--- src/rtl/vec_lsu_sequencer_if.sv ---
// Bus interface for the vector load/store sequencer.
// Groups every signal except clk/rst_n into a single bundle:
//   request channel  : req_valid/req_ready, req_we, req_bank, req_base, req_stride, req_count
//   store data       : wd_valid/wd_ready, wd_data
//   load data        : rd_valid/rd_ready, rd_data
//   memory side      : mem_addr, mem_we, mem_wd, mem_sel, mem_rd
//   status           : busy, done
// The slave modport is the sequencer's view. The master modport is the view of
// whatever drives requests and plays the memory, e.g. a testbench.
interface vec_lsu_sequencer_if #(
  parameter int LANES  = 16,
  parameter int LANE_W = 16,
  parameter int ADDR_W = 16,
  parameter int CNT_W  = 8
);
  localparam int DATA_W = LANES * LANE_W;

  logic              req_valid;
  logic              req_ready;
  logic              req_we;
  logic [3:0]        req_bank;
  logic [ADDR_W-1:0] req_base;
  logic [ADDR_W-1:0] req_stride;
  logic [CNT_W-1:0]  req_count;

  logic              wd_valid;
  logic              wd_ready;
  logic [DATA_W-1:0] wd_data;

  logic              rd_valid;
  logic              rd_ready;
  logic [DATA_W-1:0] rd_data;

  logic [ADDR_W-1:0] mem_addr;
  logic              mem_we;
  logic [DATA_W-1:0] mem_wd;
  logic [3:0]        mem_sel;
  logic [DATA_W-1:0] mem_rd;

  logic              busy;
  logic              done;

  modport slave (
    input  req_valid, req_we, req_bank, req_base, req_stride, req_count,
    input  wd_valid, wd_data, rd_ready, mem_rd,
    output req_ready, wd_ready, rd_valid, rd_data,
    output mem_addr, mem_we, mem_wd, mem_sel, busy, done
  );

  modport master (
    output req_valid, req_we, req_bank, req_base, req_stride, req_count,
    output wd_valid, wd_data, rd_ready, mem_rd,
    input  req_ready, wd_ready, rd_valid, rd_data,
    input  mem_addr, mem_we, mem_wd, mem_sel, busy, done
  );
endinterface

--- src/rtl/vec_lsu_sequencer.sv ---
// Vector load/store sequencer sitting directly in front of the vector data memory.
// One strided request (base, stride, beat count, bank, load/store) is accepted in
// IDLE and turned into one full-width vector access per beat at base + i*stride.
// Loads are captured one cycle after the address into a 2-entry output FIFO;
// stores pass wd_data straight through to the memory on each wd handshake.
// Ports:
//   clk    - rising-edge clock
//   rst_n  - asynchronous active-low reset
//   bus    - vec_lsu_sequencer_if.slave: request, store data, load data,
//            memory address/write/bank-select/read data, busy and done status
module vec_lsu_sequencer #(
  parameter int LANES  = 16,
  parameter int LANE_W = 16,
  parameter int ADDR_W = 16,
  parameter int CNT_W  = 8
) (
  input  logic                 clk,
  input  logic                 rst_n,
  vec_lsu_sequencer_if.slave   bus
);
  localparam int DATA_W = LANES * LANE_W;

  typedef enum logic [2:0] {
    ST_IDLE,
    ST_LOAD,
    ST_STORE,
    ST_DRAIN,
    ST_FIN
  } state_t;

  state_t            state_q, state_d;
  logic [ADDR_W-1:0] addr_q, addr_d;
  logic [ADDR_W-1:0] stride_q, stride_d;
  logic [CNT_W-1:0]  beats_left_q, beats_left_d;
  logic [3:0]        sel_q, sel_d;
  logic              inflight_q, inflight_d;
  logic [DATA_W-1:0] fifo_q [2];
  logic [DATA_W-1:0] fifo_d [2];
  logic [1:0]        fifo_count_q, fifo_count_d;
  logic              wr_ptr_q, wr_ptr_d;
  logic              rd_ptr_q, rd_ptr_d;
  logic              req_ready_q, req_ready_d;
  logic              busy_q, busy_d;
  logic              done_q, done_d;

  logic rd_valid;
  logic issue;
  logic push;
  logic pop;
  logic store_beat;

  // A read may only be issued when the FIFO is guaranteed to have room for it
  // once it returns, counting the read that is still in flight. The pop of this
  // cycle is deliberately ignored, which keeps the check off the rd_ready path.
  assign rd_valid   = (fifo_count_q != 2'd0);
  assign issue      = (state_q == ST_LOAD) && ((fifo_count_q + {1'b0, inflight_q}) < 2'd2);
  assign push       = inflight_q;
  assign pop        = rd_valid && bus.rd_ready;
  assign store_beat = (state_q == ST_STORE) && bus.wd_valid;

  // Next-state logic: request capture, per-beat address stepping, FSM transitions
  // and the load FIFO bookkeeping. Status outputs are derived from the next state
  // so they come straight out of flops.
  always_comb begin
    state_d      = state_q;
    addr_d       = addr_q;
    stride_d     = stride_q;
    beats_left_d = beats_left_q;
    sel_d        = sel_q;
    fifo_d       = fifo_q;
    wr_ptr_d     = wr_ptr_q;
    rd_ptr_d     = rd_ptr_q;
    inflight_d   = issue;

    case (state_q)
      ST_IDLE: begin
        if (bus.req_valid) begin
          addr_d       = bus.req_base;
          stride_d     = bus.req_stride;
          beats_left_d = bus.req_count;
          sel_d        = bus.req_bank;
          if (bus.req_count == '0) begin
            state_d = ST_FIN;
          end else if (bus.req_we) begin
            state_d = ST_STORE;
          end else begin
            state_d = ST_LOAD;
          end
        end
      end
      ST_LOAD: begin
        if (issue) begin
          addr_d       = addr_q + stride_q;
          beats_left_d = beats_left_q - CNT_W'(1);
          if (beats_left_q == CNT_W'(1)) begin
            state_d = ST_DRAIN;
          end
        end
      end
      ST_STORE: begin
        if (store_beat) begin
          addr_d       = addr_q + stride_q;
          beats_left_d = beats_left_q - CNT_W'(1);
          if (beats_left_q == CNT_W'(1)) begin
            state_d = ST_FIN;
          end
        end
      end
      ST_DRAIN: begin
        if (!inflight_q && (fifo_count_q == 2'd0)) begin
          state_d = ST_FIN;
        end
      end
      ST_FIN: begin
        state_d = ST_IDLE;
      end
      default: begin
        state_d = ST_IDLE;
      end
    endcase

    // Push and pop in the same cycle are both honoured, leaving the count unchanged.
    if (push) begin
      fifo_d[wr_ptr_q] = bus.mem_rd;
      wr_ptr_d         = ~wr_ptr_q;
    end
    if (pop) begin
      rd_ptr_d = ~rd_ptr_q;
    end
    fifo_count_d = fifo_count_q + {1'b0, push} - {1'b0, pop};

    req_ready_d = (state_d == ST_IDLE);
    busy_d      = (state_d == ST_LOAD) || (state_d == ST_STORE) || (state_d == ST_DRAIN);
    done_d      = (state_d == ST_FIN);
  end

  // All state lives here. Reset drops any in-flight read and empties the FIFO,
  // so an aborted request leaves nothing behind and never produces done.
  always_ff @(posedge clk or negedge rst_n) begin
    if (!rst_n) begin
      state_q      <= ST_IDLE;
      addr_q       <= '0;
      stride_q     <= '0;
      beats_left_q <= '0;
      sel_q        <= '0;
      inflight_q   <= 1'b0;
      fifo_q[0]    <= '0;
      fifo_q[1]    <= '0;
      fifo_count_q <= 2'd0;
      wr_ptr_q     <= 1'b0;
      rd_ptr_q     <= 1'b0;
      req_ready_q  <= 1'b1;
      busy_q       <= 1'b0;
      done_q       <= 1'b0;
    end else begin
      state_q      <= state_d;
      addr_q       <= addr_d;
      stride_q     <= stride_d;
      beats_left_q <= beats_left_d;
      sel_q        <= sel_d;
      inflight_q   <= inflight_d;
      fifo_q       <= fifo_d;
      fifo_count_q <= fifo_count_d;
      wr_ptr_q     <= wr_ptr_d;
      rd_ptr_q     <= rd_ptr_d;
      req_ready_q  <= req_ready_d;
      busy_q       <= busy_d;
      done_q       <= done_d;
    end
  end

  // Store data is a combinational pass-through so the write lands in the handshake
  // cycle. Because the state is forced to IDLE by reset, a write in a reset cycle
  // is suppressed. rd_data is zeroed whenever the FIFO is empty.
  assign bus.req_ready = req_ready_q;
  assign bus.busy      = busy_q;
  assign bus.done      = done_q;
  assign bus.mem_addr  = addr_q;
  assign bus.mem_sel   = sel_q;
  assign bus.mem_we    = store_beat;
  assign bus.mem_wd    = bus.wd_data;
  assign bus.wd_ready  = (state_q == ST_STORE);
  assign bus.rd_valid  = rd_valid;
  assign bus.rd_data   = rd_valid ? fifo_q[rd_ptr_q] : '0;

endmodule

--- src/flat_wrapper.sv ---
// flat-port wrapper written by rule: the top's interface ports become plain ports
module vec_lsu_sequencer_flat 
#(
  parameter int LANES  = 16,
  parameter int LANE_W = 16,
  parameter int ADDR_W = 16,
  parameter int CNT_W  = 8
)
  (clk, rst_n, bus_req_valid, bus_req_we, bus_req_bank, bus_req_base, bus_req_stride, bus_req_count, bus_wd_valid, bus_wd_data, bus_rd_ready, bus_mem_rd, bus_req_ready, bus_wd_ready, bus_rd_valid, bus_rd_data, bus_mem_addr, bus_mem_we, bus_mem_wd, bus_mem_sel, bus_busy, bus_done);
  vec_lsu_sequencer_if #(.LANES(LANES), .LANE_W(LANE_W), .ADDR_W(ADDR_W), .CNT_W(CNT_W)) bus_i ();
  input  logic clk;
  input  logic rst_n;
  input wire logic [$bits(bus_i.req_valid)-1:0] bus_req_valid;
  input wire logic [$bits(bus_i.req_we)-1:0] bus_req_we;
  input wire logic [$bits(bus_i.req_bank)-1:0] bus_req_bank;
  input wire logic [$bits(bus_i.req_base)-1:0] bus_req_base;
  input wire logic [$bits(bus_i.req_stride)-1:0] bus_req_stride;
  input wire logic [$bits(bus_i.req_count)-1:0] bus_req_count;
  input wire logic [$bits(bus_i.wd_valid)-1:0] bus_wd_valid;
  input wire logic [$bits(bus_i.wd_data)-1:0] bus_wd_data;
  input wire logic [$bits(bus_i.rd_ready)-1:0] bus_rd_ready;
  input wire logic [$bits(bus_i.mem_rd)-1:0] bus_mem_rd;
  output wire logic [$bits(bus_i.req_ready)-1:0] bus_req_ready;
  output wire logic [$bits(bus_i.wd_ready)-1:0] bus_wd_ready;
  output wire logic [$bits(bus_i.rd_valid)-1:0] bus_rd_valid;
  output wire logic [$bits(bus_i.rd_data)-1:0] bus_rd_data;
  output wire logic [$bits(bus_i.mem_addr)-1:0] bus_mem_addr;
  output wire logic [$bits(bus_i.mem_we)-1:0] bus_mem_we;
  output wire logic [$bits(bus_i.mem_wd)-1:0] bus_mem_wd;
  output wire logic [$bits(bus_i.mem_sel)-1:0] bus_mem_sel;
  output wire logic [$bits(bus_i.busy)-1:0] bus_busy;
  output wire logic [$bits(bus_i.done)-1:0] bus_done;
  assign bus_i.req_valid = bus_req_valid;
  assign bus_i.req_we = bus_req_we;
  assign bus_i.req_bank = bus_req_bank;
  assign bus_i.req_base = bus_req_base;
  assign bus_i.req_stride = bus_req_stride;
  assign bus_i.req_count = bus_req_count;
  assign bus_i.wd_valid = bus_wd_valid;
  assign bus_i.wd_data = bus_wd_data;
  assign bus_i.rd_ready = bus_rd_ready;
  assign bus_i.mem_rd = bus_mem_rd;
  assign bus_req_ready = bus_i.req_ready;
  assign bus_wd_ready = bus_i.wd_ready;
  assign bus_rd_valid = bus_i.rd_valid;
  assign bus_rd_data = bus_i.rd_data;
  assign bus_mem_addr = bus_i.mem_addr;
  assign bus_mem_we = bus_i.mem_we;
  assign bus_mem_wd = bus_i.mem_wd;
  assign bus_mem_sel = bus_i.mem_sel;
  assign bus_busy = bus_i.busy;
  assign bus_done = bus_i.done;
  vec_lsu_sequencer #(.LANES(LANES), .LANE_W(LANE_W), .ADDR_W(ADDR_W), .CNT_W(CNT_W)) u_core (.clk(clk), .rst_n(rst_n), .bus(bus_i));
endmodule
--- config.mk ---
export PLATFORM = sky130hd
export DESIGN_NAME = vec_lsu_sequencer_flat
export DESIGN_NICKNAME = d
export VERILOG_FILES = /design/src/rtl/vec_lsu_sequencer_if.sv /design/src/rtl/vec_lsu_sequencer.sv /design/src/flat_wrapper.sv
export SDC_FILE = /design/constraint.sdc
export NUM_CORES = 1
export LEC_CHECK = 0
export ABC_AREA = 1
export BUFFER_PORTS_ARGS = -buffer_cell sky130_fd_sc_hd__buf_2
export CAP_MARGIN = 40
export CELL_PAD_IN_SITES_DETAIL_PLACEMENT = 1
export CELL_PAD_IN_SITES_GLOBAL_PLACEMENT = 1
export CORE_AREA = 2 2 430 432
export CTS_BUF_LIST = sky130_fd_sc_hd__clkbuf_8 sky130_fd_sc_hd__clkbuf_16
export CTS_CLUSTER_DIAMETER = 80
export DETAILED_ROUTE_END_ITERATION = 16
export DIE_AREA = 0 0 432 434
export HOLD_SLACK_MARGIN = 0.08
export PLACE_DENSITY = 0.55
export SLEW_MARGIN = 20
export SYNTH_ARGS = -nofsm -noshare
export SYNTH_HDL_FRONTEND = slang
export SYNTH_SLANG_ARGS = --single-unit
--- constraint.sdc ---
create_clock -name clk -period 1.7 [get_ports clk]
set_input_delay 0.085 -clock clk [delete_from_list [all_inputs] [get_ports clk]]
set_output_delay 0.085 -clock clk [all_outputs]
set_load 0.05 [all_outputs]
### Word-level counts from Yosys, hierarchy flattened

Index checks and enable logic that the tools add are counted.

| storage, ports and cells | value |
|---|---|
| word-level logic and storage cells | 77 |
| output and inout bits | 538 |
| input bits | 562 |
| bits in registers | 567 |

| cells by class | value |
|---|---|
| reductions and logical operators | 16 |
| eq/ne operators | 11 |
| $add $sub $neg | 4 |
| mux-type cells | 24 |
| $lt $le $gt $ge | 4 |
| bitwise gates (word level) | 4 |

Operator list:

| kind | count |
|---|---|
| two-way mux 256 bit | 5 |
| bitwise mux 512 bit | 1 |
| demux 256 bit (select 1 bit) | 1 |
| two-way mux 16 bit | 3 |
| one-hot mux 16 bit (3 select lines) | 1 |
| two-way mux 8 bit | 3 |
| one-hot mux 8 bit (3 select lines) | 1 |
| two-way mux 3 bit | 7 |
| adder 16 bit | 1 |
| == test 3 x 2 -> 1 bit (second input constant) | 4 |
| one-hot mux 3 bit (4 select lines) | 1 |
| == test 8 x 1 -> 1 bit (second input constant) | 1 |
| zero test 8 bit | 1 |
| subtractor 8 x 1 -> 8 bit (second input constant) | 1 |
| == test 3 x 1 -> 1 bit (second input constant) | 2 |
| zero test 3 bit | 2 |
| logical AND 1 bit | 5 |
| >= comparator 2 bit (second input constant) | 2 |
| != test 2 x 1 -> 1 bit (second input constant) | 2 |
| NOT 1 -> 2 bit | 2 |
| AND reduction 4 bit | 1 |
| == test 3 bit (second input constant) | 1 |
| nonzero test 3 bit | 1 |
| adder 2 x 1 -> 2 bit | 1 |
| 11 further kinds | 13 |

### Logic depth before layout (Yosys ltp)

| depth | value |
|---|---|
| depth in word-level cells | 8 |
| mapped depth | 12 |
| mapped depth without buffers | 12 |

### Least setup slack after synthesis

Ideal clock, no wire load.

| timing | value |
|---|---|
| kind | register to register |
| from | register u_core.addr_q[0], in the netlist u_core.bus.mem_addr[0] |
| to | register u_core.addr_q[8], in the netlist u_core.bus.mem_addr[8] |
| data arrival time | 2040 ps |
| path buffers | 0 |
| library setup time | 66 ps |
| setup slack | -406 ps |
| stages on the path, launching flop included | 12 |
| period minus slack after synthesis | 2106 ps |
| data required time | 1634 ps |
| cell sequence | dfrtp_1 ha_1 inv_1 fa_1 inv_1 nand3_1 nand3_1 a21oi_1 or2_2 nand3_1 nand2_1 nand2_1 |

| between the ends | value |
|---|---|
| word-level cells in the longest chain between the ends | 3 |
| elaborated cells between the ends (all ways) | 4 |
| classes of those cells | add/sub: 1; mux: 3 |

Ends and longest elaborated chain:

| item | RTL line | text |
|---|---|---|
| start: declaration | vec_lsu_sequencer.sv:32 | `logic [ADDR_W-1:0] addr_q, addr_d;` |
| start signal: assignment | vec_lsu_sequencer.sv:157 | `addr_q <= addr_d;` |
| adder 16 bit (*) | vec_lsu_sequencer.sv:93, vec_lsu_sequencer.sv:102 |  |
| two-way mux 16 bit, on equally long branches | vec_lsu_sequencer.sv:101, vec_lsu_sequencer.sv:92 |  |
| one-hot mux 16 bit (3 select lines) (*) | vec_lsu_sequencer.sv:75 | `case (state_q)` |

Mark *: on every way between the ends. The rest lies on a longest branch, timed or not. The select of a mux whose other input is x is not followed.
A chain may end at the register's enable or synchronous reset.

### Final worst setup path

| timing | value |
|---|---|
| from | register u_core.fifo_count_q[0] |
| to | output bus_rd_data[121] |

| between the ends | value |
|---|---|
| word-level cells in the longest chain between the ends | 2 |

Ends and longest elaborated chain:

| item | RTL line | text |
|---|---|---|
| start: declaration | vec_lsu_sequencer.sv:39 | `logic [1:0] fifo_count_q, fifo_count_d;` |
| start signal: assignment | vec_lsu_sequencer.sv:163 | `fifo_count_q <= fifo_count_d;` |
| nonzero test 2 bit | vec_lsu_sequencer.sv:55 | `assign rd_valid = (fifo_count_q != 2'd0);` |
| two-way mux 256 bit | vec_lsu_sequencer.sv:184 | `assign bus.rd_data = rd_valid ? fifo_q[rd_ptr_q] : '0;` |
| end: declaration | flat_wrapper.sv:26 | `output wire logic [$bits(bus_i.rd_data)-1:0] bus_rd_data;` |

No other way between the ends.

==> results.ini <==
[global_routing]
grt_max_degree = 80
grt_pass1_wl_um = 181000
track_usage = 0.127
grt_pass1_vias = 27900
grt_overflow = 0
antenna_found_initial = 7

[power]
leakagePower_nw = 22.9
p_per_area_nw_per_um2 = 2630
ir_worst_vdd_uv = 1580
seq_power_share = 0.201
p_switching_mw = 61.2
p_int_mw = 65.8
sw_frac_of_total = 0.482
total_power_mw = 127
combPwrFrac = 0.668
pwr-share-clk = 0.132

[die]
rows = 157
die_h_um = 434
coreArea_sq_um = 182000
die-area_sq_um = 187000
pin_count = 1100
dieWidth_um = 432
initial_core_util = 0.152

[hold_path]
hold_path_class = in -> out
holdPathStages = 0
min_from = bus_wd_data[113]
hold_end = bus_mem_wd[113]

[finish]
drive_gt1_frac = 0.358
postLayoutCellArea_sq_um = 48300
fin_util = 0.265
nets = 4925
area_delta_synth_final_pct = 74.4

[clocking]
tritoncts = yes
clock_sinks = 567
root_buffer = clkbuf_16
h-tree-depth = 3
numCtsBuffers = 78
clock_tree.buffer_depth = 3
clk-insertion-delay-late_ps = 680
clk_pin_slew_worst_paths_ps = 50

[job]
drv_cap = 0

[setup_path]
critPathLaunchType = flop
reg2regPathDepth = 7
crit_path_cell_trace = buf_6 -> nor2_4 -> buf_12 -> buf_8 -> buf_16 -> buf_16 -> clkbuf_16 -> a21oi_4 -> buf_6
worstPathArrival_ps = 2320
crit_type = reg -> out
regToRegSetupSlack_ps = -140
crit_fanout = 8
slowest_stage = dfrtp_1
rr_startpoint = u_core.fifo_count_q[0]$_DFF_PN0_
r2r_end = u_core.bus.mem_addr[3]$_DFFE_PN0P_
worst-path-buf-inv = 7
endpoint_kind = output pin
slowest_delay_ps = 370
cp_top_family = buffers and inverters
required_ps = 1620

[timing]
period_share = 1.41
fin_crit_ps = 2400
hold_violations = 0
hold_ws_ps = 170
fin_skew_ps = 35.9
rsz0062_at_grt = yes
setup_violations = 296
max_slew_margin = 0.667
fmax_mhz = 416
timing.final.ws_setup_ps = -701
slew_viol_final = 0
worstMarginPinSlew_ps = 499

[placement]
routabilityCongestion = 0.791
pre_cts_ws_ps = -143
place.port_buffers = 587
dpl-instance-area_sq_um = 35800
place_hpwl_um = 84100

[logic_synthesis]
synthFlopType = dfrtp_1
synth_seq_area_share = 0.512
ys_warn_count = 0
syn_area_sq_um = 27700
ys_async_sr_fraction = 1.00
synth_top_cells_by_count = nand2_1 (1166), dfrtp_1 (566), o21ai_0 (508), inv_1 (320), a21oi_1 (270)
syn_inst = 3483
synth_area_leaders = dfrtp_1 (51%), nand2_1 (16%), o21ai_0 (9.2%)
synth_top_area_frac = 0.511
synth-edff-count = 0
yosysTopAreaCell = dfrtp_1
syn_area_per_cell_sq_um = 7.96
synth_cell_types = 39
synth_seq_cells = 567
synth_fp_nets = 4065
synth_most_common_cell = nand2_1

[route]
wl_um = 133000
route.detailed.drc = 0
avgViaCountPerCell = 3.91
drtAntennaViolNets = 0
wl_per_cell_um = 19.5
drtIter0Drc = 1223
vias = 26500
drt-pass1-iter-count = 5

[status]
outcome = complete, but fails checks
violations = setup timing

## state kept, by name (all words and copies together) (netlist names), 2 cells and up
signal               cells
u_core.beats_left_q      8
u_core.fifo_q          512
u_core.stride_q         16
u_core.bus.mem_addr     16
u_core.fifo_count_q      2
u_core.state_q           3
u_core.bus.mem_sel       4
## worst max-delay path by stage
| stage | start | to | slack (ps) | cells after the start |
|---|---|---|---|---|
| 2_1_floorplan | u_core.bus.mem_addr[0]$_DFFE_PN0P_ | u_core.bus.mem_addr[8]$_DFFE_PN0P_ | -170 | 11 |
| 3_3_place_gp | u_core.fifo_count_q[0]$_DFF_PN0_ | bus_rd_data[2] | -100 | 6 |
| 3_5_place_dp | u_core.fifo_count_q[0]$_DFF_PN0_ | u_core.bus.mem_addr[3]$_DFFE_PN0P_ | -140 | 7 |
| 4_1_cts | u_core.fifo_count_q[0]$_DFF_PN0_ | bus_rd_data[120] | -830 | 9 |
| 5_1_grt | u_core.fifo_count_q[0]$_DFF_PN0_ | bus_rd_data[127] | -820 | 9 |
| 6_report | u_core.fifo_count_q[0]$_DFF_PN0_ | bus_rd_data[121] | -700 | 9 |
## metrics by stage
stage | cells | TNS [ps]
detailed placement | 6184 | -3650
global route | 6786 | -201350
CTS | 6683 | -192660
global placement | 6184 | -2170
finish | 6788 | -155810
floorplan | 3483 | -204
## layer usage
metal  track usage  wire (um)  up-vias
met5       0.00390         50        -
met4        0.0641       6260        2
met3        0.0314       7030      303
met2         0.212      64200      674
met1         0.152      55100    13100
li1              -          -    12500
## cell usage in the layout, fill, tap and decap left out, drive strengths merged
| cell type | synthesis | routed |
|---|---|---|
| bufinv | 0 | 5 |
| mux2 | 19 | 19 |
| clkinvlp | 0 | 1 |
| buf | 332 | 885 |
| o21ai | 529 | 529 |
| o31ai | 1 | 1 |
| o311ai | 2 | 2 |
| nor3 | 5 | 5 |
| dlygate4sd3 | 0 | 314 |
| a31oi | 3 | 3 |
| nand3 | 30 | 30 |
| nand3b | 2 | 2 |
| a21oi | 270 | 270 |
| clkbuf | 133 | 136 |
| fa | 1 | 1 |
| nor2 | 57 | 57 |
| diode | 0 | 4 |
| nor3b | 1 | 1 |
| inv | 321 | 349 |
| xor2 | 3 | 3 |
| dfstp | 1 | 1 |
| or2 | 3 | 3 |
| clkinv | 1 | 10 |
| ha | 19 | 19 |
| nand2 | 1168 | 1168 |
| bufbuf | 0 | 3 |
| xnor2 | 5 | 5 |
| o211ai | 6 | 6 |
| dfrtp | 566 | 566 |
| o22ai | 2 | 2 |
| nand4 | 3 | 3 |
## power by group through the flow
stage / Combinational, mW / Sequential (mW) / Clock [mW]
3_5_place_dp: 63.9 / 24.4 / 0
6_report: 84.7 / 25.4 / 16.7
4_1_cts: 72.5 / 24.4 / 17.4
3_3_place_gp: 63.4 / 24.2 / 0
5_1_grt: 90.0 / 26.3 / 17.9
2_1_floorplan: 42.0 / 24.4 / 0
## cell families (layout without fill, tap and decap cells)
group / after synthesis / after routing / synth area share
buffers and inverters: 787 / 1703 / 0.144
other: 0 / 4 / 0
AND/OR/NAND/NOR: 1269 / 1269 / 0.176
AO/OA/AOI/OAI: 813 / 813 / 0.148
multiplexers: 19 / 19 / 0.00772
flip-flops: 567 / 567 / 0.512
adder cells (fa/ha/maj): 20 / 20 / 0.00930
XOR/XNOR: 8 / 8 / 0.00253
## layout make-up
type	instances	area, sq um
timing repair buffer	1245	14000
fill	20900	134000
inverter	322	1220
tap	2385	2980
multi-input combinational	2129	13400
antenna	4	10.0
clock buffer	93	2170
clock inverter	43	408
sequential	567	14200
## repair_timing
item / 4_1_cts / 5_1_grt
resized for setup: 342 / 827
endpoints found under the setup margin: 280 / 375
pin swaps: 26 / 154
buffers inserted: 27 / 60
endpoints found under the hold margin: 1132 / 0
hold buffers: 315 / 0
cloned: 22 / 48
(Power assumes the default switching activity.)
